==> src/rtl/uart_pkg.sv <==
// Shared UART constants and helpers used by the receiver, transmitter and their FIFOs.
// Latency: n/a (compile-time constants only).
// Backpressure: n/a.
package uart_pkg;

    // Data bits per character, shared by receiver, transmitter and FIFOs
    localparam int UART_DBIT          = 8;
    // Oversampling ticks per stop bit, shared by receiver and transmitter
    localparam int UART_SB_TICK       = 16;
    // Default receive / transmit FIFO depths (entries, power of two)
    localparam int UART_RX_FIFO_DEPTH = 16;
    localparam int UART_TX_FIFO_DEPTH = 16;

    // Pointer width for a FIFO of the given depth: address bits plus one wrap bit
    function automatic int fifo_ptr_w(input int depth);
        return $clog2(depth) + 1;
    endfunction

endpackage

==> src/rtl/uart_fifo_mem.sv <==
// DEPTH x DBIT register array: synchronous write port, asynchronous read port.
// Latency: write visible on the read port the cycle after the write edge; read is combinational.
// Backpressure: none; the caller decides when a write is legal. Storage is never reset.
module uart_fifo_mem #(
    parameter int DBIT  = 8,
    parameter int DEPTH = 16,
    parameter int AW    = $clog2(DEPTH)
) (
    input  logic            clk,
    input  logic            we,
    input  logic [AW-1:0]   waddr,
    input  logic [DBIT-1:0] wdata,
    input  logic [AW-1:0]   raddr,
    output logic [DBIT-1:0] rdata
);

    logic [DBIT-1:0] mem_q [DEPTH];

    // Storage write; deliberately unreset so it maps onto plain flops / LUT RAM
    always_ff @(posedge clk) begin
        if (we) begin
            mem_q[waddr] <= wdata;
        end
    end

    // Asynchronous read of the addressed entry
    always_comb begin
        rdata = mem_q[raddr];
    end

endmodule

==> src/rtl/uart_rx_fifo.sv <==
// Receive byte buffer between UART receiver and host; optional irq with `define UART_RX_FIFO_IRQ_EN.
// Latency: byte written at edge N is readable after edge N; rd_data is show-ahead of the head entry.
// Backpressure: none toward the receiver; a byte arriving while full (and not popped) is dropped and sets sticky overrun.
module uart_rx_fifo
    import uart_pkg::*;
#(
    parameter int DBIT      = UART_DBIT,
    parameter int DEPTH     = UART_RX_FIFO_DEPTH,
    parameter int IRQ_LEVEL = 8,
    localparam int AW       = $clog2(DEPTH)
) (
    input  logic            clk,
    input  logic            rst,
    input  logic            rx_done,
    input  logic [DBIT-1:0] rx_data,
    input  logic            rd_en,
    output logic [DBIT-1:0] rd_data,
    output logic            empty,
    output logic            full,
    output logic [AW:0]     count,
    output logic            overrun,
    input  logic            overrun_clr
`ifdef UART_RX_FIFO_IRQ_EN
    ,
    output logic            irq
`endif
);

    localparam int PW = fifo_ptr_w(DEPTH);

    // Elaboration-time sanity checks on the configuration
    if (DEPTH < 2 || (DEPTH & (DEPTH - 1)) != 0) begin : g_bad_depth
        $error("uart_rx_fifo: DEPTH must be a power of two >= 2");
    end
    if (IRQ_LEVEL < 1 || IRQ_LEVEL > DEPTH) begin : g_bad_irq_level
        $error("uart_rx_fifo: IRQ_LEVEL must be in 1..DEPTH");
    end

    logic [PW-1:0] wr_ptr_q, wr_ptr_d;
    logic [PW-1:0] rd_ptr_q, rd_ptr_d;
    logic          overrun_q, overrun_d;
    logic          empty_w, full_w;
    logic          pop, push, drop;

    // Occupancy flags from the wrap-bit pointer pair, and the accept/drop decisions
    always_comb begin
        empty_w = (wr_ptr_q == rd_ptr_q);
        full_w  = (wr_ptr_q[AW-1:0] == rd_ptr_q[AW-1:0]) && (wr_ptr_q[AW] != rd_ptr_q[AW]);
        pop     = rd_en && !empty_w;
        // A pop in the same cycle frees the slot, so a full FIFO still accepts the byte
        push    = rx_done && (!full_w || pop);
        drop    = rx_done && full_w && !pop;
    end

    // Next pointers and sticky overrun; a new drop wins over a same-cycle clear
    always_comb begin
        wr_ptr_d  = wr_ptr_q;
        rd_ptr_d  = rd_ptr_q;
        overrun_d = overrun_q;
        if (push) begin
            wr_ptr_d = wr_ptr_q + PW'(1);
        end
        if (pop) begin
            rd_ptr_d = rd_ptr_q + PW'(1);
        end
        if (drop) begin
            overrun_d = 1'b1;
        end else if (overrun_clr) begin
            overrun_d = 1'b0;
        end
    end

    // Pointer and overrun state
    always_ff @(posedge clk or negedge rst) begin
        if (!rst) begin
            wr_ptr_q  <= '0;
            rd_ptr_q  <= '0;
            overrun_q <= 1'b0;
        end else begin
            wr_ptr_q  <= wr_ptr_d;
            rd_ptr_q  <= rd_ptr_d;
            overrun_q <= overrun_d;
        end
    end

    // Status outputs; count wraps naturally modulo 2^(AW+1)
    always_comb begin
        empty   = empty_w;
        full    = full_w;
        count   = wr_ptr_q - rd_ptr_q;
        overrun = overrun_q;
    end

    uart_fifo_mem #(
        .DBIT  (DBIT),
        .DEPTH (DEPTH),
        .AW    (AW)
    ) u_mem (
        .clk   (clk),
        .we    (push),
        .waddr (wr_ptr_q[AW-1:0]),
        .wdata (rx_data),
        .raddr (rd_ptr_q[AW-1:0]),
        .rdata (rd_data)
    );

`ifdef UART_RX_FIFO_IRQ_EN
    localparam logic [AW:0] IRQ_LVL = (AW + 1)'(IRQ_LEVEL);

    logic          irq_q, irq_d;
    logic [AW:0]   count_next;

    // Level irq computed from the post-edge fill level and overrun state
    always_comb begin
        count_next = wr_ptr_d - rd_ptr_d;
        irq_d      = (count_next >= IRQ_LVL) | overrun_d;
    end

    // Registered irq
    always_ff @(posedge clk or negedge rst) begin
        if (!rst) begin
            irq_q <= 1'b0;
        end else begin
            irq_q <= irq_d;
        end
    end

    // Drive the irq port
    always_comb begin
        irq = irq_q;
    end
`endif

endmodule

==> config.mk <==
export PLATFORM = sky130hd
export DESIGN_NAME = uart_rx_fifo
export DESIGN_NICKNAME = d
export VERILOG_FILES = /design/src/rtl/uart_pkg.sv /design/src/rtl/uart_fifo_mem.sv /design/src/rtl/uart_rx_fifo.sv
export SDC_FILE = /design/constraint.sdc
export NUM_CORES = 1
export LEC_CHECK = 0
export CAP_MARGIN = 15
export CELL_PAD_IN_SITES_DETAIL_PLACEMENT = 1
export CELL_PAD_IN_SITES_GLOBAL_PLACEMENT = 1
export CORE_ASPECT_RATIO = 1.25
export CORE_MARGIN = 5
export CORE_UTILIZATION = 46
export DETAILED_ROUTE_END_ITERATION = 10
export GPL_TIMING_DRIVEN = 0
export PLACE_DENSITY = 0.84
export SLEW_MARGIN = 20
export SYNTH_ARGS = -nofsm -noshare
export SYNTH_HDL_FRONTEND = slang
export SYNTH_SLANG_ARGS = --single-unit
==> constraint.sdc <==
create_clock -name clk -period 2.76 [get_ports clk]
set_input_delay 0.552 -clock clk [delete_from_list [all_inputs] [get_ports clk]]
set_output_delay 0.552 -clock clk [all_outputs]
set_load 0.01 [all_outputs]
==> flow_metrics.tcl, run 1 <==
set metrics [dict create \
    crit_path_start_kind "register" \
    instances_no_fill 562 \
    finalInstanceArea_um2 7400 \
    synth_edf_count 128 \
    critPathMaxFanout 10 \
    fin_skew_ns 0.00784 \
    synth_async_sr_flop_share_pct 7.91 \
    place_area_um2 6230 \
    drt-pass1-iter-count 4 \
    syn_to_final_growth_pct 29.1 \
    grt_pass1_wl_mm 22.5 \
    clkTransAtPathRegs_ns 0.06 \
    power_density_nw_per_um2 1220 \
    min_period_ns 2.84 \
    antenna_cells 0 \
    vias 3348 \
    yosys_warnings 0 \
    r2r_slack_ns 0 \
    critPathTopFamily "buffers and inverters" \
    wl_per_cell_um 29.0 \
    ios 29 \
    max_clock_freq_ghz 0.352 \
    syn_nets 343 \
    yosysMostFrequentCell "edfxtp_1" \
    yosys-top-cells-area "edfxtp_1 67%, mux4_2 6.3%, mux2i_1 5.6%, dfrtp_1 4.8%, a221oi_1 2.3%" \
    drt_iter0_drc 305 \
    clockBufferDepth 2 \
    place_congestion 0.801 \
    finalCritPeriodShare_pct 103 \
    die_y_um 135 \
    cp_slowest_stage_delay_ns 0.40 \
    cp.arrival_ns 2.29 \
    cts_tree "yes" \
    die_w_um 110 \
    setup-violations-final 12 \
    violations "negative setup slack" \
    rsz0062_at_grt "true" \
    synth.top_cells.by_count "128 x edfxtp_1, 32 x mux2i_1, 16 x mux4_2" \
    cts_made_buffers 17 \
    critPathRequiredTime_ns 2.21 \
    worst_slack_ns -0.0832 \
    worst_slew_pin_slew_ns 0.867 \
    criticalPathCategory "reg2out" \
    hpwl_mm 8.52 \
    path_depth 8 \
    cts_sinks 139 \
    yosys.area.top_type "edfxtp_1" \
    cp_common_cell "buf_4" \
    ys_types 37 \
    hold_viol 0 \
    yosysSeqAreaShare_pct 71.9 \
    synth_flop_cell "edfxtp_1" \
    leakagePower_nw 2.54 \
    rows 45 \
    place_inst 512 \
    syn_area_um2 5730 \
    multiInputGateArea_um2 1820 \
    insertion_delay_ns 0.42 \
    syn_inst 320 \
    antenna_found_initial 0 \
    finalMaxSlewViolations 0 \
    first_global_vias 3647 \
    grtUsageTotal_pct 22.0 \
    drc_errors 0 \
    syn_avg_cell_area_um2 17.9 \
    ant_nets 0 \
    clock-root-buffer "clkbuf_16" \
    n_fill_cell 1071 \
    drive_gt1_share_pct 38.2 \
    run_status "finished with violations" \
    fin_nets 409 \
    r2r-start "rd_ptr_q[1]" \
    cts_htree_levels 4 \
    viasPerCell 5.96 \
    port_buffers 28 \
    synth_top_area_share_pct 67.1 \
    register_area_um2 4120 \
    endpoint_kind "primary output" \
    routed_wl_mm 16.3 \
    grt_start_max_net_pins 17 \
    relSlewSlack_pct 42.2 \
    ys_ff_latch 139 \
    cp_slowest_cell "dfrtp_1" \
    min_path_type "in2async" \
    vdd_drop_max_mv 0.638 \
    dieArea_um2 14800 \
    rr_worst_depth 10 \
    reg2reg_to "u_mem.mem_q[10][1]" \
    crit_chain "buf_6, buf_4, mux2i_1, a221oi_2, buf_4, a22oi_1, nand2_1, buf_2" \
    core_um2 12200 \
    cap_viol_max_count 0 \
    hold_buffers 0 \
    grt_overflow_total 0 \
    initial_core_util_pct 47.1 \
    cp_num_buf_inv 4 \
]
layout by cell type, fill, tap and decap left out, drive strengths merged, types with 4 or more instances in the layout:
cell           count
a221oi            16
a22oi              8
buf               39
clkbuf            26
clkdlybuf4s50     14
clkinv             9
clkinvlp           4
dfrtp             11
edfxtp           128
ha                 9
inv                7
mux2i             32
mux4              16
nand2             16
nand4              4
nor2              12
nor3               4
o21ai             11
xnor2             10
timing repair:
action                                 4_1_cts  5_1_grt
setup endpoints to repair                  145      141
pin swaps                                   25       24
endpoints found under the hold margin        0        0
gates resized for setup                    124       24
buffers inserted                             7       12
cloned                                       1        1
final cells by class:
| type | count | area share, % |
|---|---|---|
| flip-flops and latches | 139 | 55.7 |
| clock buffers | 18 | 5.80 |
| inverters | 9 | 0.575 |
| plain buffers | 15 | 2.43 |
| repair buffers | 49 | 6.34 |
| clock inverters | 13 | 1.74 |
| well taps | 164 | 2.77 |
| multi-input cells | 155 | 24.7 |
kinds of logic (layout without fill, tap and decap cells):
| family | count (synthesis) | in the layout | synth area share (%) |
|---|---|---|---|
| and+or+nand+nor | 44 | 44 | 3.73 |
| xor gates and xnor gates | 12 | 12 | 1.96 |
| buffers and inverters | 26 | 104 | 2.97 |
| AOI/OAI and AO/OA | 41 | 41 | 5.28 |
| DFF | 139 | 139 | 71.9 |
| adders and majority gates | 10 | 10 | 2.31 |
| muxes | 48 | 48 | 11.9 |
worst register-to-register path: cells and delay by family (launching register included):
| kind | cells | cell delay, ns |
|---|---|---|
| and+or+nand+nor | 3 | 0.83 |
| AOI/OAI and AO/OA | 1 | 0.18 |
| buffers and inverters | 5 | 0.77 |
| adders and majority gates | 1 | 0.22 |
| DFF | 1 | 0.41 |
per-stage QoR:
step / utilization, % / power, mW / hold slack, ns / setup TNS [ns] / setup slack [ns]
3_3_place_gp: 51.2 / 5.66 / 0.513 / -75.24 / -0.906
5_1_grt: 60.8 / 9.31 / 0.526 / -1.97 / -0.144
6_report: 60.8 / 9.00 / 0.486 / -0.308 / -0.0832
4_1_cts: 59.3 / 8.51 / 0.493 / -0.169 / -0.111
2_1_floorplan: - / 4.60 / 0.256 / -0.306 / -0.0191
3_5_place_dp: 51.2 / 5.80 / 0.524 / -92.43 / -1.13
metal layers:
layer  wire length (um)  part of all wire, %  global-route usage [%]  vias to the layer above
li1                   -                    -                       -                     1404
met5                  0                    0                       0                        -
met4                584                  3.6                    11.1                        0
met3                796                  4.9                    5.26                       45
met1               6070                   37                    25.5                     1743
met2               8860                   54                    37.6                      156
flip-flops by register name, indices dropped and copies added, names as in the netlist:
name         count
overrun          1
rd_ptr_q         5
u_mem.mem_q    128
wr_ptr_q         5
power breakdown:
part | switching (mW) | internal (mW)
Clock | 0.891 | 1.31
Sequential | 0.154 | 2.58
Combinational | 2.28 | 1.78
worst max path at each step:
stage	startpoint	to	slack, ns
5_1_grt	rd_ptr_q[0]	rd_data[7]	-0.14
2_1_floorplan	rd_ptr_q[1]	u_mem.mem_q[1][0]	-0.02
4_1_cts	rd_ptr_q[0]	rd_data[0]	-0.11
3_3_place_gp	rd_ptr_q[1]	u_mem.mem_q[1][3]	-0.91
6_report	rd_ptr_q[0]	rd_data[7]	-0.08
3_5_place_dp	rd_ptr_q[1]	u_mem.mem_q[2][1]	-1.13
No activity file was read; power rests on OpenSTA's default activity.
==> inputs of run 2 (changes only) <==
Settings changed: CAP_MARGIN 15 to not set, SLEW_MARGIN 20 to not set.
==> run 2 against run 1 <==
The flow still finishes with violations (negative setup slack). Count of clock-buffer cells in the layout stayed put. Hold slack worse by 0.0019 ns. Register-to-register slack better by 0.08 ns. Routed wire length is 10% higher. Clock skew is 0.0051 ns higher. Core utilization is 1.8 points higher. Critical path depth stayed put. Clock power is 2% higher. Final cell count is 1.8% higher. Non-clock buffer count is 10 higher. Total power is 6.0% higher. Largest cell class unchanged.
==> flow_metrics.tcl, run 2 (synthesized netlist as in run 1, its figures left out) <==
set metrics [dict create \
    fin_nets 419 \
    finalCritPeriodShare_pct 106 \
    cts_made_buffers 17 \
    antenna_cells 0 \
    first_global_vias 3593 \
    worst_slew_pin_slew_ns 0.855 \
    cp_slowest_cell "dfrtp_1" \
    finalMaxSlewViolations 0 \
    max_flop_register "u_mem.mem_q" \
    drt_iter0_drc 290 \
    criticalPathCategory "reg2out" \
    fin_setup_tns_ns -0.612 \
    cp_num_buf_inv 4 \
    cp_slowest_stage_delay_ns 0.43 \
    fin_skew_ns 0.0129 \
    leakagePower_nw 2.62 \
    relSlewSlack_pct 43.0 \
    min_period_ns 2.93 \
    grt_start_max_net_pins 17 \
    clkTransAtPathRegs_ns 0.06 \
    cts_tree "yes" \
    wl_per_cell_um 31.5 \
    cp.arrival_ns 2.38 \
    cts_htree_levels 4 \
    routed_wl_mm 18.0 \
    rows 45 \
    ant_nets 0 \
    top_regs "u_mem.mem_q x128, rd_ptr_q x5, wr_ptr_q x5" \
    crit_path_start_kind "register" \
    largest_reg_flops 128 \
    antenna_found_initial 0 \
    crit_chain "buf_12, buf_12, buf_4, mux2i_2, a221oi_4, o21ai_1, nand2_1, buf_2" \
    port_buffers 28 \
    power_density_nw_per_um2 1250 \
    grt_overflow_total 0 \
    ios 29 \
    place_congestion 0.801 \
    drc_errors 0 \
    drive_gt1_share_pct 41.4 \
    viasPerCell 6.11 \
    die_w_um 110 \
    path_depth 8 \
    hold_viol 0 \
    syn_to_final_growth_pct 32.8 \
    layout_commonest_cell "edfxtp_1" \
    vdd_drop_max_mv 0.757 \
    clockBufferDepth 2 \
    insertion_delay_ns 0.45 \
    clock-root-buffer "clkbuf_16" \
    hold_buffers 0 \
    hold-worst-slack_ns 0.484 \
    vias 3494 \
    min_path_type "in2async" \
    initial_core_util_pct 47.1 \
    rr_worst_depth 9 \
    worst_slack_ns -0.167 \
    setup-violations-final 10 \
    cp_common_cell "buf_12" \
    critPathMaxFanout 9 \
    core_um2 12200 \
    critPathTopFamily "buffers and inverters" \
    die_y_um 135 \
    run_status "finished with violations" \
    max_clock_freq_ghz 0.342 \
    cts_sinks 139 \
    hpwl_mm 8.52 \
    drt-pass1-iter-count 5 \
    layout_common_cells "128 x edfxtp_1, 25 x buf_4, 19 x clkbuf_16" \
    cap_viol_max_count 0 \
    dieArea_um2 14800 \
    critPathRequiredTime_ns 2.21 \
    endpoint_kind "primary output" \
    violations "negative setup slack" \
    grtUsageTotal_pct 23.0 \
    grt_pass1_wl_mm 23.5 \
    rsz0062_at_grt "true" \
]
-- run 2: final cells by class --
cell class              instances  area (um^2)
plain buffers                  16          234
repair buffers                 58          528
inverters                       9         42.5
multi-input cells             155         1930
clock buffers                  18          429
fillers                      1061         4550
flip-flops and latches        139         4120
clock inverters                13          129
well taps                     164          205
-- run 2: worst paths after layout --
| check | start | to | slack (ns) |
|---|---|---|---|
| setup / recovery | rd_ptr_q[0] | rd_data[6] | -0.17 |
| hold / removal | rst | rd_ptr_q[0] | 0.48 |
| setup reg to reg | rd_ptr_q[1] | u_mem.mem_q[6][1] | 0.08 |
| hold reg to reg | rd_ptr_q[4] | rd_ptr_q[4] | 0.53 |
| max in group asynchronous | rst | rd_ptr_q[2] | 1.87 |
| min in group clk | rd_ptr_q[4] | rd_ptr_q[4] | 0.53 |
-- run 2: power breakdown --
group	total, mW	switching [mW]	internal (mW)
clock network	2.25	0.938	1.31
logic	4.54	2.48	2.07
registers	2.75	0.171	2.58
-- run 2: what timing repair did --
| action | 4_1_cts | 5_1_grt |
|---|---|---|
| endpoints found under the setup margin | 145 | 114 |
| setup buffers | 7 | 21 |
| resized for setup | 107 | 58 |
| cloned | 1 | 1 |
| pin swaps | 12 | 22 |
-- run 2: stage by stage --
stage / power, mW / instance area, um^2 / setup WS, ns / cells / utilization (%)
floorplan: 4.60 / 5740 / -0.0191 / 320 / -
global placement: 5.66 / 6220 / -0.906 / 512 / 51.2
detailed placement: 5.79 / 6220 / -1.10 / 512 / 51.2
CTS: 8.60 / 7220 / -0.0322 / 551 / 59.4
global route: 9.85 / 7610 / -0.197 / 572 / 62.6
finish: 9.55 / 7610 / -0.167 / 572 / 62.6
-- run 2: routing by layer --
layer	global-route usage, %	share of wire [%]	up-vias
li1	-	-	1430
met1	27.9	36	1812
met2	39.1	53	196
met3	5.21	6.5	56
met4	9.84	4.3	0
met5	0	0	-
